File: src/rtl/lightboard_pkg.sv
// Shared sizing, FSM encoding and the restoring-division step used by the
// centroid finder and its sequential divider.
package lightboard_pkg;

    localparam int H_ACTIVE   = 320;
    localparam int V_ACTIVE   = 240;
    localparam int CNT_W      = 17;
    localparam int ACC_W      = 25;
    localparam int DIV_CYCLES = 25;

    typedef enum logic [1:0] {
        IDLE   = 2'd0,
        DIV_X  = 2'd1,
        DIV_Y  = 2'd2,
        REPORT = 2'd3
    } cf_state_e;

    // One restoring step: shift the next dividend bit into the remainder and
    // subtract the divisor when it fits. Returns {remainder, quotient_shift}.
    function automatic logic [CNT_W+ACC_W-1:0] div_step(
        input logic [CNT_W-1:0] rem,
        input logic [ACC_W-1:0] quo,
        input logic [CNT_W-1:0] dvs
    );
        logic [CNT_W:0] trial;
        trial = {rem, quo[ACC_W-1]};
        if (trial >= {1'b0, dvs}) begin
            return {trial[CNT_W-1:0] - dvs, quo[ACC_W-2:0], 1'b1};
        end
        return {trial[CNT_W-1:0], quo[ACC_W-2:0], 1'b0};
    endfunction

endpackage

File: src/rtl/seq_divider.sv
// Restoring divider, one quotient bit per cycle; done pulses on the cycle
// after the last of DIV_CYCLES steps, the first step happening on start.
module seq_divider
    import lightboard_pkg::*;
(
    input  logic             clk_i,
    input  logic             rst_n_i,
    input  logic             start_i,
    input  logic [ACC_W-1:0] dividend_i,
    input  logic [CNT_W-1:0] divisor_i,
    output logic [ACC_W-1:0] quotient_o,
    output logic             busy_o,
    output logic             done_o
);

    localparam int SW = $clog2(DIV_CYCLES + 1);

    logic [CNT_W-1:0] rem_q, rem_d;
    logic [CNT_W-1:0] dvs_q, dvs_d;
    logic [ACC_W-1:0] quo_q, quo_d;
    logic [SW-1:0]    steps_q, steps_d;
    logic             busy_q, busy_d;
    logic             done_q, done_d;

    always_comb begin
        rem_d   = rem_q;
        quo_d   = quo_q;
        dvs_d   = dvs_q;
        steps_d = steps_q;
        busy_d  = busy_q;
        done_d  = 1'b0;
        if (start_i) begin
            {rem_d, quo_d} = div_step('0, dividend_i, divisor_i);
            dvs_d   = divisor_i;
            steps_d = SW'(DIV_CYCLES - 1);
            busy_d  = 1'b1;
        end else if (busy_q) begin
            {rem_d, quo_d} = div_step(rem_q, quo_q, dvs_q);
            steps_d = steps_q - SW'(1);
            if (steps_q == SW'(1)) begin
                busy_d = 1'b0;
                done_d = 1'b1;
            end
        end
    end

    always_ff @(posedge clk_i) begin
        if (!rst_n_i) begin
            rem_q   <= '0;
            quo_q   <= '0;
            dvs_q   <= '0;
            steps_q <= '0;
            busy_q  <= 1'b0;
            done_q  <= 1'b0;
        end else begin
            rem_q   <= rem_d;
            quo_q   <= quo_d;
            dvs_q   <= dvs_d;
            steps_q <= steps_d;
            busy_q  <= busy_d;
            done_q  <= done_d;
        end
    end

    assign quotient_o = quo_q;
    assign busy_o     = busy_q;
    assign done_o     = done_q;

endmodule

File: src/rtl/centroid_finder.sv
// Accumulates lit-pixel statistics per frame and reports the floored mean
// column/row through a shared sequential divider, 52 cycles after frame end.
//
// state  | meaning
// IDLE   | waiting for frame_done_in with a fresh snapshot
// DIV_X  | dividing snapshot sum_x by count
// DIV_Y  | dividing snapshot sum_y by count
// REPORT | publishing centroid/found, one cycle
module centroid_finder
    import lightboard_pkg::*;
#(
    parameter logic [4:0] R_MIN      = 5'd28,
    parameter logic [5:0] G_MAX      = 6'd40,
    parameter int         MIN_PIXELS = 4
) (
    input  logic        system_clk_in,
    input  logic        rst_n_in,
    input  logic        data_valid_in,
    input  logic [15:0] pixel_in,
    input  logic [10:0] hcount_in,
    input  logic [9:0]  vcount_in,
    input  logic        frame_done_in,
    output logic [10:0] centroid_x_out,
    output logic [9:0]  centroid_y_out,
    output logic        found_out,
    output logic        centroid_valid_out,
    output logic        overrun_out
);

    localparam logic [CNT_W-1:0] MIN_PIX_C = CNT_W'(MIN_PIXELS);

    cf_state_e state_q, state_d;

    logic             lit;
    logic [CNT_W-1:0] cnt_acc_q, cnt_acc_d, cnt_inc, cnt_snap_q;
    logic [ACC_W-1:0] sx_acc_q, sx_acc_d, sx_inc, sx_snap_q;
    logic [ACC_W-1:0] sy_acc_q, sy_acc_d, sy_inc, sy_snap_q;
    logic             found_snap;

    logic [10:0]      x_tmp_q, cx_q;
    logic [9:0]       cy_q;
    logic             found_q;
    logic             overrun_q;

    logic             div_start, div_busy, div_done;
    logic [ACC_W-1:0] div_dividend, div_quo;
    logic [CNT_W-1:0] div_divisor;
    logic             valid_c;

    assign lit = data_valid_in
              && (pixel_in[15:11] >= R_MIN)
              && (pixel_in[10:5] <= G_MAX)
              && (hcount_in < 11'(H_ACTIVE))
              && (vcount_in < 10'(V_ACTIVE));

    // The incremented values include a lit pixel arriving with frame_done_in.
    always_comb begin
        cnt_inc = cnt_acc_q + CNT_W'(lit);
        sx_inc  = sx_acc_q + (lit ? ACC_W'(hcount_in) : '0);
        sy_inc  = sy_acc_q + (lit ? ACC_W'(vcount_in) : '0);
        if (frame_done_in) begin
            cnt_acc_d = '0;
            sx_acc_d  = '0;
            sy_acc_d  = '0;
        end else begin
            cnt_acc_d = cnt_inc;
            sx_acc_d  = sx_inc;
            sy_acc_d  = sy_inc;
        end
    end

    assign found_snap = (cnt_snap_q >= MIN_PIX_C);

    always_ff @(posedge system_clk_in) begin
        if (!rst_n_in) begin
            state_q <= IDLE;
        end else begin
            state_q <= state_d;
        end
    end

    always_comb begin
        state_d = state_q;
        case (state_q)
            IDLE:    if (frame_done_in) state_d = DIV_X;
            DIV_X:   if (div_done)      state_d = DIV_Y;
            DIV_Y:   if (div_done)      state_d = REPORT;
            REPORT:                     state_d = IDLE;
            default:                    state_d = IDLE;
        endcase
    end

    // Too few pixels: divide 0 by 1 so the timing stays fixed and the result is 0.
    always_comb begin
        div_start    = 1'b0;
        div_dividend = '0;
        div_divisor  = CNT_W'(1);
        valid_c      = 1'b0;
        case (state_q)
            DIV_X: begin
                div_start = !div_busy && !div_done;
                if (found_snap) begin
                    div_dividend = sx_snap_q;
                    div_divisor  = cnt_snap_q;
                end
            end
            DIV_Y: begin
                div_start = !div_busy && !div_done;
                if (found_snap) begin
                    div_dividend = sy_snap_q;
                    div_divisor  = cnt_snap_q;
                end
            end
            REPORT:  valid_c = 1'b1;
            default: ;
        endcase
    end

    always_ff @(posedge system_clk_in) begin
        if (!rst_n_in) begin
            cnt_acc_q  <= '0;
            sx_acc_q   <= '0;
            sy_acc_q   <= '0;
            cnt_snap_q <= '0;
            sx_snap_q  <= '0;
            sy_snap_q  <= '0;
            x_tmp_q    <= '0;
            cx_q       <= '0;
            cy_q       <= '0;
            found_q    <= 1'b0;
            overrun_q  <= 1'b0;
        end else begin
            cnt_acc_q <= cnt_acc_d;
            sx_acc_q  <= sx_acc_d;
            sy_acc_q  <= sy_acc_d;
            overrun_q <= frame_done_in && (state_q != IDLE);
            if (frame_done_in && (state_q == IDLE)) begin
                cnt_snap_q <= cnt_inc;
                sx_snap_q  <= sx_inc;
                sy_snap_q  <= sy_inc;
            end
            if ((state_q == DIV_X) && div_done) begin
                x_tmp_q <= div_quo[10:0];
            end
            if ((state_q == DIV_Y) && div_done) begin
                cx_q    <= x_tmp_q;
                cy_q    <= div_quo[9:0];
                found_q <= found_snap;
            end
        end
    end

    seq_divider u_div (
        .clk_i      (system_clk_in),
        .rst_n_i    (rst_n_in),
        .start_i    (div_start),
        .dividend_i (div_dividend),
        .divisor_i  (div_divisor),
        .quotient_o (div_quo),
        .busy_o     (div_busy),
        .done_o     (div_done)
    );

    // Blue channel and upper quotient bits (mean is always < 320) are not needed.
    logic unused_bits;
    assign unused_bits = ^{pixel_in[4:0], div_quo[ACC_W-1:11]};

    assign centroid_x_out     = cx_q;
    assign centroid_y_out     = cy_q;
    assign found_out          = found_q;
    assign centroid_valid_out = valid_c;
    assign overrun_out        = overrun_q;

endmodule

File: config.mk
export PLATFORM = sky130hd
export DESIGN_NAME = centroid_finder
export DESIGN_NICKNAME = d
export VERILOG_FILES = /design/src/rtl/lightboard_pkg.sv /design/src/rtl/seq_divider.sv /design/src/rtl/centroid_finder.sv
export SDC_FILE = /design/constraint.sdc
export NUM_CORES = 1
export LEC_CHECK = 0
export CAP_MARGIN = 10
export CORE_ASPECT_RATIO = 1.4
export CORE_MARGIN = 5
export CORE_UTILIZATION = 50
export CTS_CLUSTER_SIZE = 30
export DETAILED_ROUTE_END_ITERATION = 6
export HOLD_SLACK_MARGIN = 0.06
export PLACE_DENSITY = 0.69
export SLEW_MARGIN = 15
export SYNTH_ARGS = -nofsm -noshare
export SYNTH_HDL_FRONTEND = slang
export SYNTH_SLANG_ARGS = --single-unit
File: constraint.sdc
create_clock -name system_clk_in -period 5.6 [get_ports system_clk_in]
set_input_delay 1.12 -clock system_clk_in [delete_from_list [all_inputs] [get_ports system_clk_in]]
set_output_delay 1.12 -clock system_clk_in [all_outputs]
set_load 0.01 [all_outputs]
# After elaboration in Yosys (flattened, before gate mapping)

Index checks and enable logic that the tools add are counted.
W data, S select, Z words.

Output and inout port bits: 24
Bits of input ports: 41
Flip-flop bits (word level): 236
Logic and storage cells: 92

Mux-type cells: 32
Equality and inequality tests: 7
Bitwise logic cells: 2
Reductions and logical operators: 19
Add/sub/neg operators: 6
$lt $le $gt $ge: 7

Operator list:

| cell                  | number |
|---|---|
| $mux W42              | 4 |
| $mux W25              | 4 |
| $mux W17              | 4 |
| $pmux W25 S2          | 1 |
| $add A25 B10 Y25      | 1 |
| $add A25 B11 Y25      | 1 |
| $ge A18 B17 Y1        | 1 |
| $add A17 B1 Y17       | 1 |
| $ge A1 B17 Y1         | 1 |
| $ge A17 B3 Y1 const B | 1 |
| $sub A1 B17 Y17       | 1 |
| $sub A17 B17 Y17      | 1 |
| $lt A11 B9 Y1 const B | 1 |
| $mux W1               | 11 |
| $mux W11              | 1 |
| $lt A10 B8 Y1 const B | 1 |
| $mux W10              | 1 |
| $mux W5               | 2 |
| $logic_and A1 B1 Y1   | 9 |
| $pmux W2 S4           | 1 |
| $le A6 B6 Y1 const B  | 1 |
| $mux W2               | 3 |
| $reduce_or A2 Y1      | 3 |
| $eq A5 B1 Y1 const B  | 1 |
| 12 further kinds      | 17 |

# Logic depth before layout (Yosys ltp)

Gate-level depths: netlist of the first run.

Depth in word-level cells: 8
Depth in mapped cells: 14
Depth with buffers taken out: 13

# By module

Synthesis of the first run repeated with hierarchy kept, for this count alone.

Cells, all modules: 1,401
Area, all modules: 11,644.9 um^2

By module, submodules not included:

| module          | area each (um^2) | cells an instance | seq. area each (um^2) | times used |
|---|---|---|---|---|
| centroid_finder | 7,728.7          | 919               | 3,403.3               | 1 |
| seq_divider     | 3,916.3          | 482               | 1,321.3               | 1 |

# Worst setup path before layout of the first run

No wires, ideal clock.

Path type: input to register
Start point: input port hcount_in[10]
End point: register sx_snap_q[24]
Arrival: 3,813 ps
Path buffers: 1
Data required time: 5,521 ps
Stages: 14
Setup time: 79 ps
Setup slack: 1,707 ps
Cell sequence: nor4b_1 nand4_1 a21oi_1 clkbuf_1 and2_1 ha_1 fa_1 a211oi_1 o21ai_1 a21oi_1 nor3_4 o2111ai_1 xor2_1 a211oi_2

Cells in the longest elaborated chain, start to end: 5

Ends and longest elaborated chain:

| item                 | RTL line               | source |
|---|---|---|
| from (decl)          | centroid_finder.sv:20  | `input logic [10:0] hcount_in,` |
| $lt A11 B9 Y1        | centroid_finder.sv:53  | `&& (hcount_in < 11'(H_ACTIVE))` |
| $logic_and A1 B1 Y1  | centroid_finder.sv:53  |  |
| $logic_and A1 B1 Y1  | centroid_finder.sv:54  | `&& (vcount_in < 10'(V_ACTIVE));` |
| $mux W11 *           | centroid_finder.sv:59  | `sx_inc = sx_acc_q + (lit ? ACC_W'(hcount_in) : '0);` |
| $add A25 B11 Y25 *   | centroid_finder.sv:59  |  |
| to (signal assigned) | centroid_finder.sv:139 | `sx_snap_q <= sx_inc;` |
| to (decl)            | centroid_finder.sv:36  | `logic [ACC_W-1:0] sx_acc_q, sx_acc_d, sx_inc, sx_snap_q;` |

Mark *: on every way between the ends. The rest lies on a longest branch, timed or not.
A chain may end at the register's enable or synchronous reset.

# Final worst setup path of the first run

Start point: input port hcount_in[10]
End point: register sy_snap_q[22]

Cells in the longest elaborated chain, start to end: 5

Ends and longest elaborated chain:

| item                 | RTL line               | source |
|---|---|---|
| $lt A11 B9 Y1        | centroid_finder.sv:53  |  |
| $logic_and A1 B1 Y1  | centroid_finder.sv:53  |  |
| $logic_and A1 B1 Y1  | centroid_finder.sv:54  |  |
| $mux W10             | centroid_finder.sv:60  | `sy_inc = sy_acc_q + (lit ? ACC_W'(vcount_in) : '0);` |
| $add A25 B10 Y25     | centroid_finder.sv:60  |  |
| to (signal assigned) | centroid_finder.sv:140 | `sy_snap_q <= sy_inc;` |
| to (decl)            | centroid_finder.sv:37  | `logic [ACC_W-1:0] sy_acc_q, sy_acc_d, sy_inc, sy_snap_q;` |

Every way passes these cells.

==> results of run 1 <==
==> registers in the layout, summed over array words and instances (netlist names) <==
name,cells
state_q,2
cnt_acc_q,17
centroid_x_out,11
u_div.busy_o,1
sy_acc_q,25
overrun_out,1
u_div.steps_q,5
cnt_snap_q,17
sx_acc_q,25
found_out,1
x_tmp_q,11
sy_snap_q,25
u_div.rem_q,17
u_div.dvs_q,17
centroid_y_out,10
u_div.done_o,1
sx_snap_q,25
u_div.quotient_o,25
==> worst max-delay path, cell delays in order <==
cell	delay [ps]
sky130_fd_sc_hd__clkdlybuf4s50_1	400
sky130_fd_sc_hd__nor4b_1	330
sky130_fd_sc_hd__nand4_1	130
sky130_fd_sc_hd__a21oi_1	130
sky130_fd_sc_hd__buf_4	210
sky130_fd_sc_hd__and2_1	150
sky130_fd_sc_hd__ha_1	240
sky130_fd_sc_hd__or2_2	310
sky130_fd_sc_hd__a21oi_1	500
sky130_fd_sc_hd__o21bai_1	310
sky130_fd_sc_hd__o21ai_2	220
sky130_fd_sc_hd__nand3_1	160
sky130_fd_sc_hd__xor2_1	230
sky130_fd_sc_hd__a21oi_1	100
==> Yosys cell counts, types with 4 or more instances <==
cell type	number
sky130_fd_sc_hd__a211oi_1	38
sky130_fd_sc_hd__a21o_1	7
sky130_fd_sc_hd__a21oi_1	132
sky130_fd_sc_hd__a22o_1	15
sky130_fd_sc_hd__a22oi_1	23
sky130_fd_sc_hd__a31oi_1	5
sky130_fd_sc_hd__and2_1	24
sky130_fd_sc_hd__and3_1	22
sky130_fd_sc_hd__buf_1	5
sky130_fd_sc_hd__clkbuf_1	67
sky130_fd_sc_hd__dfxtp_1	236
sky130_fd_sc_hd__ha_1	48
sky130_fd_sc_hd__inv_1	29
sky130_fd_sc_hd__mux2i_1	11
sky130_fd_sc_hd__nand2_1	130
sky130_fd_sc_hd__nand2b_1	5
sky130_fd_sc_hd__nand3_1	37
sky130_fd_sc_hd__nand4_1	15
sky130_fd_sc_hd__nor2_1	176
sky130_fd_sc_hd__nor2b_1	4
sky130_fd_sc_hd__nor3_1	17
sky130_fd_sc_hd__nor4_1	4
sky130_fd_sc_hd__o21a_1	11
sky130_fd_sc_hd__o21ai_0	51
sky130_fd_sc_hd__o21ai_1	4
sky130_fd_sc_hd__o21bai_1	4
sky130_fd_sc_hd__o221ai_1	14
sky130_fd_sc_hd__o22ai_1	13
sky130_fd_sc_hd__o31ai_1	6
sky130_fd_sc_hd__xnor2_1	26
sky130_fd_sc_hd__xor2_1	48
==> stage by stage <==
step | hold slack [ps] | worst slack [ps]
6_report | 451 | 1460
5_1_grt | 473 | 1130
4_1_cts | 452 | 1450
3_5_place_dp | 445 | 892
3_3_place_gp | 440 | 947
2_1_floorplan | 432 | 1710
==> power by group <==
part / switching, mW / internal, mW
clock: 0.670 / 1.04
combinational: 1.34 / 0.778
sequential: 0.148 / 1.90
==> final cells by class <==
cell class,instances,share of cell area
tap,260,0.0262
sequential,236,0.380
clock inverter,12,0.0146
timing repair buffer,71,0.0540
clock buffer,32,0.0548
multi-input combinational,939,0.461
inverter,31,0.00947
==> cells by family after synthesis <==
family | Yosys count | share of synthesized area
muxes | 11 | 0.0102
AOI/OAI and AO/OA | 349 | 0.209
other | 1 | 0.000346
DFF | 236 | 0.436
adders and majority gates | 51 | 0.0609
buffers and inverters | 105 | 0.0374
and+or+nand+nor | 450 | 0.186
xor gates and xnor gates | 74 | 0.0598
==> placed cells by master (no fill, tap or decap), drive strengths merged, types with 4 or more instances in the layout <==
cell / instances
a211oi: 41
a21o: 7
a21oi: 133
a22o: 15
a22oi: 23
a31oi: 5
and2: 25
and3: 23
buf: 15
bufinv: 4
clkbuf: 32
clkdlybuf4s50: 56
clkinv: 6
conb: 4
dfxtp: 236
ha: 48
inv: 32
mux2i: 11
nand2: 130
nand2b: 5
nand3: 38
nand4: 15
nor2: 176
nor2b: 5
nor3: 18
nor4: 4
o21a: 11
o21ai: 56
o21bai: 4
o221ai: 14
o22ai: 13
o31ai: 9
xnor2: 26
xor2: 48
==> layer usage <==
layer	GRT usage	wire [um]	vias up
met5	0	0	-
met4	0.0558	544	0
met3	0.0268	1020	45
met2	0.363	12300	175
met1	0.248	11000	4149
li1	-	-	4548
==> final timing paths <==
| path | startpoint | to | slack, ps | cells after the start |
|---|---|---|---|---|
| max | hcount_in[10] | sy_snap_q[22]$_SDFFE_PN0P_ | 1460 | 14 |
| min | centroid_x_out[3]$_SDFFE_PN0P_ | centroid_x_out[3]$_SDFFE_PN0P_ | 450 | 2 |
| max reg2reg | state_q[0]$_SDFFE_PN0P_ | u_div.rem_q[13]$_SDFFE_PN0P_ | 2170 | 9 |
| min reg2reg | centroid_x_out[3]$_SDFFE_PN0P_ | centroid_x_out[3]$_SDFFE_PN0P_ | 450 | 2 |
==> results.txt, run 1 <==
- Filler cell count: 1948
- Antenna violations before repair: 0
- Clock transition at the registers of the reported paths: 60 ps
* Time the final worst path needs with I/O delays and setup: 4140 ps
- The final-report hold violation count is 0.
- CTS sink cnt: 236
- Number of DRC violations after detailed-routing iteration 0: 468
- Across every metal layer, demand over resource in global routing totals 0.200.
- Setup Fix Bufs, Post-CTS: 0
- STA classifies the critical path endpoint as a flip-flop.
* Final Max Slew Viols: 0
- Detailed-route via count: 8917
- Maximum VDD drop: 0.000254 V
- Gates resized during post-CTS repair numbered 0.
- After detailed routing, the average wire length per cell comes to between 15 and 20 um.
- Mapped Avg Cell Area: 8.49 um^2
- Remaining routing DRC violations: 0
- Clock tree from TritonCTS: yes
- Counting flops with an async set or reset pin after synthesis yields a share of 0.
* Ratio of cells with drive above 1 in the final layout: 0.0583
- Share of the clock period used by the worst path after layout: 0.739
- In this run the standard cell core region covers 21300 um^2.
* Seq/Total Area, Yosys: 0.436
- CTS buffer count: 24
- In the synthesized netlist the dominant register cell turns out to be sky130_fd_sc_hd__dfxtp_1.
- The number of placed instances, taps included, is 1537.
- In the final layout, the multi-input gates occupy 5730 um^2.
- At the worst endpoint, the required time is approximately 6000 ps.
* Path type of the worst min-delay path: reg2reg
- Number of detailed-route iterations in the first pass: 5
* Register cell area after layout: 4720 um^2
- The finished cells cover 12400 um^2.
- Setup TNS Final: 0 ps
* # Max-Cap Violations: 0
- Via count of the first global-routing pass: 8652
- By area the synthesized netlist is led by sky130_fd_sc_hd__dfxtp_1, sky130_fd_sc_hd__a21oi_1, sky130_fd_sc_hd__nor2_1.
* Die outline width: 134 um
- CP arrival: 4540 ps
- In this run the core area contains 63 standard-cell rows.
- The design draws about 5.9 mW.
- Netlist area before placement: 10800 um^2
* RSZ-0062 raised after global routing: false
* Number of library cell types mapped by synthesis: 67
* Cells after synthesis: roughly 1300
- Headroom to the max-slew limit: 0.275
* Transition time at the pin with the least slew margin: 1090 ps
- The tree is rooted in a sky130_fd_sc_hd__clkbuf_16.
- Pwr/cell area: 473 nW/um^2
- Count of buffers inserted at the top-level ports: 57
- Total of flip-flops plus latches after synthesis: 236
- Setup clock skew after layout: 25.4 ps
* Global-route wire length before repair: 41.7 mm
- The count of cells in the finished layout, fillers not included, comes to 1581.
- The analysis attributes to cell leakage a power of 4.65 nW.
- Yosys mapped a number of flops with a built-in enable equal to 0.
- Worst-skew pair later-pin latency: 530 ps
- The number of antenna diodes in the final layout is 0.
- The initial utilization of the core area, before any placement, comes to 0.509.
- Element type at the critical path start: input port
* Number of warning messages in the yosys log: 0
- Hold repair after CTS inserted 0 buffers.
- The congestion estimate from routability-driven global placement came to 0.835.
- I/O pins: 65
- Floorplan die height: 184 um
- Placed wire-length estimate after detailed placement: ~17 mm
* Run status: completed
* Final wirelength: about 25 mm
- CTS built an H-tree with a depth of 1.
- Deepest clock path buffer count: 3
- Remaining number of nets flagged by the antenna check after routing: 0
* Number of setup violations in the final report: 0
* Highest attainable clock frequency: 0.242 GHz
- Entering global routing, the biggest net connects 83 pins.
- After detailed routing, the number of vias per cell comes to 5.64.
- From synthesis to final layout, the design area changed by 14.6%.
- Die Footprint: 24800 um^2
- By startpoint and endpoint, the worst setup path is classified as in2reg.
- The share of synthesized area in the top cell type comes to 0.436.
- Crit-path max FO: 18
- For this run the aggregate overflow at the end of global routing stands at 0.
- Final net count: 1395
* Post-synth top area cell: sky130_fd_sc_hd__dfxtp_1
* Core Util, Final: 0.584
* Post-DP Area: around 12000 um^2
Power figures use the tool's default switching activity.
==> run 2: changes to the inputs <==
- PLACE_DENSITY: 0.69 -> 0.72
- clock period: 5.6 -> 3.37 ns (I/O delays scaled with it)
==> run 2 against run 1 <==
Sequential power is 67% higher. Hold slack worse by 5.9 ps. Global-route usage is 0.090 points higher. Non-clock buffer count is 61 higher. Combinational power is 69% higher. Clock power is 54% higher. Register-to-register slack worse by 1800 ps. Critical path depth is 4 higher. Via count is 2.9% higher.
==> results.txt, run 2 (synthesis gave the netlist of run 1 again) <==
- The tightest min-delay check is of the reg2reg type.
- Of the total power, the clock network draws 0.274.
- Data on the critical path arrives at its endpoint at 3670 ps.
* Syn-to-layout area delta: 20.9%
- Global-route total usage across every layer: 0.201
* I/O pins: 65
- Counting tap cells, the placed design contains a total of 1593 instances.
- Largest stage delay, worst path: ~450 ps
- Layout Cells excl Fill: around 1600
- Detailed-route via count: 9172
* Worst-skew pair later-pin latency: 520 ps
- In this run the number of H-tree levels came out at 1.
- Headroom to the max-slew limit: 0.299
- The worst path meets setup with 110 ps of slack.
* Core area: between 20000 and 25000 um^2
- Count of inserted antenna diode cells: 0
- Antenna violations before repair: 0
* GR Overflow Total: 0
- Share of the clock period used by the worst path after layout: 0.967
- Element type at the critical path start: input port
- Final net count: 1455
* Detailed-route wire length per cell: 15.5 um
* Net switching power: about 3.6 mW
- In the final layout, the share of cells above drive strength 1 is 0.121.
* CTS buffer count: 23
- Total power for the finished layout comes to approximately 9.6 mW.
* Setup clock skew after layout: approximately 20 ps
* Critical path, cell by cell: clkdlybuf4s50_1, and4b_1, nand4_1, a21oi_2, buf_4, and2_4, ha_4, fa_2, a211oi_4, o21ai_2, a21oi_2, nor3_4, buf_12, buf_4, buf_6, nor2_4, xor2_1, nor2_1
- Placement-stage worst setup slack: -544 ps
- Number of setup violations in the final report: 0
- # Max-Cap Violations: 0
- Pwr/cell area: 734 nW/um^2
* Combinational Power Share: 0.372
- In this run the worst path has a maximum fanout of 7.
- The run finished with clean final reports.
- Routability congestion estimate from global placement: 0.857
* Routed via count divided by cell count: 5.59
- Global-route wire length before repair: 42.3 mm
- For this configuration, the core starts out at a cell density of 0.509.
- In this run the tool buffered the top-level ports with 57 buffer cells.
- Remaining number of nets flagged by the antenna check after routing: 0
* Highest-count cells in the layout ignoring fill and taps: sky130_fd_sc_hd__dfxtp_1, sky130_fd_sc_hd__nor2_1, sky130_fd_sc_hd__nand2_1, sky130_fd_sc_hd__a21oi_1, sky130_fd_sc_hd__buf_4
* Number of detailed-route iterations in the first pass: 4
- Most common cell after layout, fill and taps aside: sky130_fd_sc_hd__dfxtp_1
- The tree built by TritonCTS fans out to between 200 and 250 sinks.
* Die Footprint: 24800 um^2
* Clk Tree Root Cell: sky130_fd_sc_hd__clkbuf_16
* Floorplan die height: 184 um
* Required time of the worst setup path: 3780 ps
- Across the VDD grid, the largest voltage drop is 0.000413 V.
* Number of DRC violations after detailed-routing iteration 0: 576
* Library cell contributing the largest single delay on the critical path: sky130_fd_sc_hd__clkdlybuf4s50_1
- Setup repair after global routing could not meet its margin everywhere.
* Setup TNS Final: 0 ps
- Worst Setup Path Type: in2reg
- Clock transition at the registers of the reported paths: 60 ps
- Sequential group share of total power: 0.354
- Critical path capture point type: flip-flop
- Transition time at the pin with the least slew margin: 1050 ps
- In this run, post-CTS hold repair placed 0 buffers.
- For this run, the top clock speed supported by timing is ~0.31 GHz.
- Number of cell rows: 63
- Leakage: 4.93 nW
- Counting I/O delays and the setup requirement, the final critical path takes 3260 ps.
- Pin count of the biggest net entering global routing: 114
- Final wirelength: 25.4 mm
- Int Power: 6.06 mW
* Deepest clock path buffer count: 3
- For this run, design rule violations remaining after detail routing come to 0.
* Proportion of total power due to net switching: 0.371
* Placed wire-length estimate after detailed placement: approximately 18 mm
* Final hold violation count: 0
- Die outline width: 134 um
- Via count of the first global-routing pass: 9096
* Clock tree from TritonCTS: yes
- Summing all non-filler instances in the final layout gives an area of about 13000 um^2.
- Post-DP Area: approximately 12000 um^2
- Final Max Slew Viols: 0
## run 2: cell count changes in the layout (fill, tap and decap cells not counted), sizes merged
cell / previous run / this run
buf: 15 / 76
bufinv: 4 / 2
clkbuf: 32 / 31
clkinv: 6 / 7
clkinvlp: 1 / 2
inv: 32 / 31
## run 2: power groups by stage
stage	clock network [mW]	logic [mW]	registers, mW
6_report	2.64	3.58	3.40
5_1_grt	2.80	3.96	3.44
4_1_cts	2.68	3.57	3.40
3_5_place_dp	0	3.54	3.46
2_1_floorplan	0	2.76	3.37
3_3_place_gp	0	3.48	3.44
## run 2: critical path, delay by kind of cell
family,cells,cell delay (ps)
fa+ha+maj,2,570
xor+xnor,1,150
compound gates,4,650
buf+inv,5,970
simple gates,6,650
## run 2: path summary, 6_finish.rpt
path	slack, ps	to	cells past startpoint	from
setup / recovery	110	sx_acc_q[12]$_SDFF_PP0_	18	vcount_in[8]
hold / removal	450	centroid_x_out[7]$_SDFFE_PN0P_	2	x_tmp_q[7]$_SDFFE_PN0P_
setup reg to reg	420	u_div.rem_q[8]$_SDFFE_PN0P_	10	cnt_snap_q[10]$_SDFFE_PN0P_
hold reg to reg	450	centroid_x_out[7]$_SDFFE_PN0P_	2	x_tmp_q[7]$_SDFFE_PN0P_
## run 2: layout make-up
class	count	area, um^2
Clock buffer	31	656
Clock inverter	11	129
Fill cell	1837	8180
Inverter	31	118
Multi-Input combinational cell	939	5940
Sequential cell	236	4720
Tap cell	260	325
Timing Repair Buffer	132	1210
## run 2: what timing repair did
action	4_1_cts	5_1_grt
setup endpoints to repair	3	63
gates cloned	0	0
buffers inserted	0	6
resized for setup	2	50
pin swaps	2	27
## run 2: routing by layer
metal | up-vias | routed length, um | global-route usage
met5 | - | 0 | 0
met4 | 0 | 768 | 0.0750
met3 | 58 | 1160 | 0.0279
met2 | 201 | 12500 | 0.355
met1 | 4251 | 11000 | 0.249
li1 | 4662 | - | -
## run 2: stage by stage
step                 util  hold slack (ps)
floorplan               -              432
global placement    0.566              441
detailed placement  0.566              445
CTS                 0.603              451
global route        0.616              472
finish              0.616              445
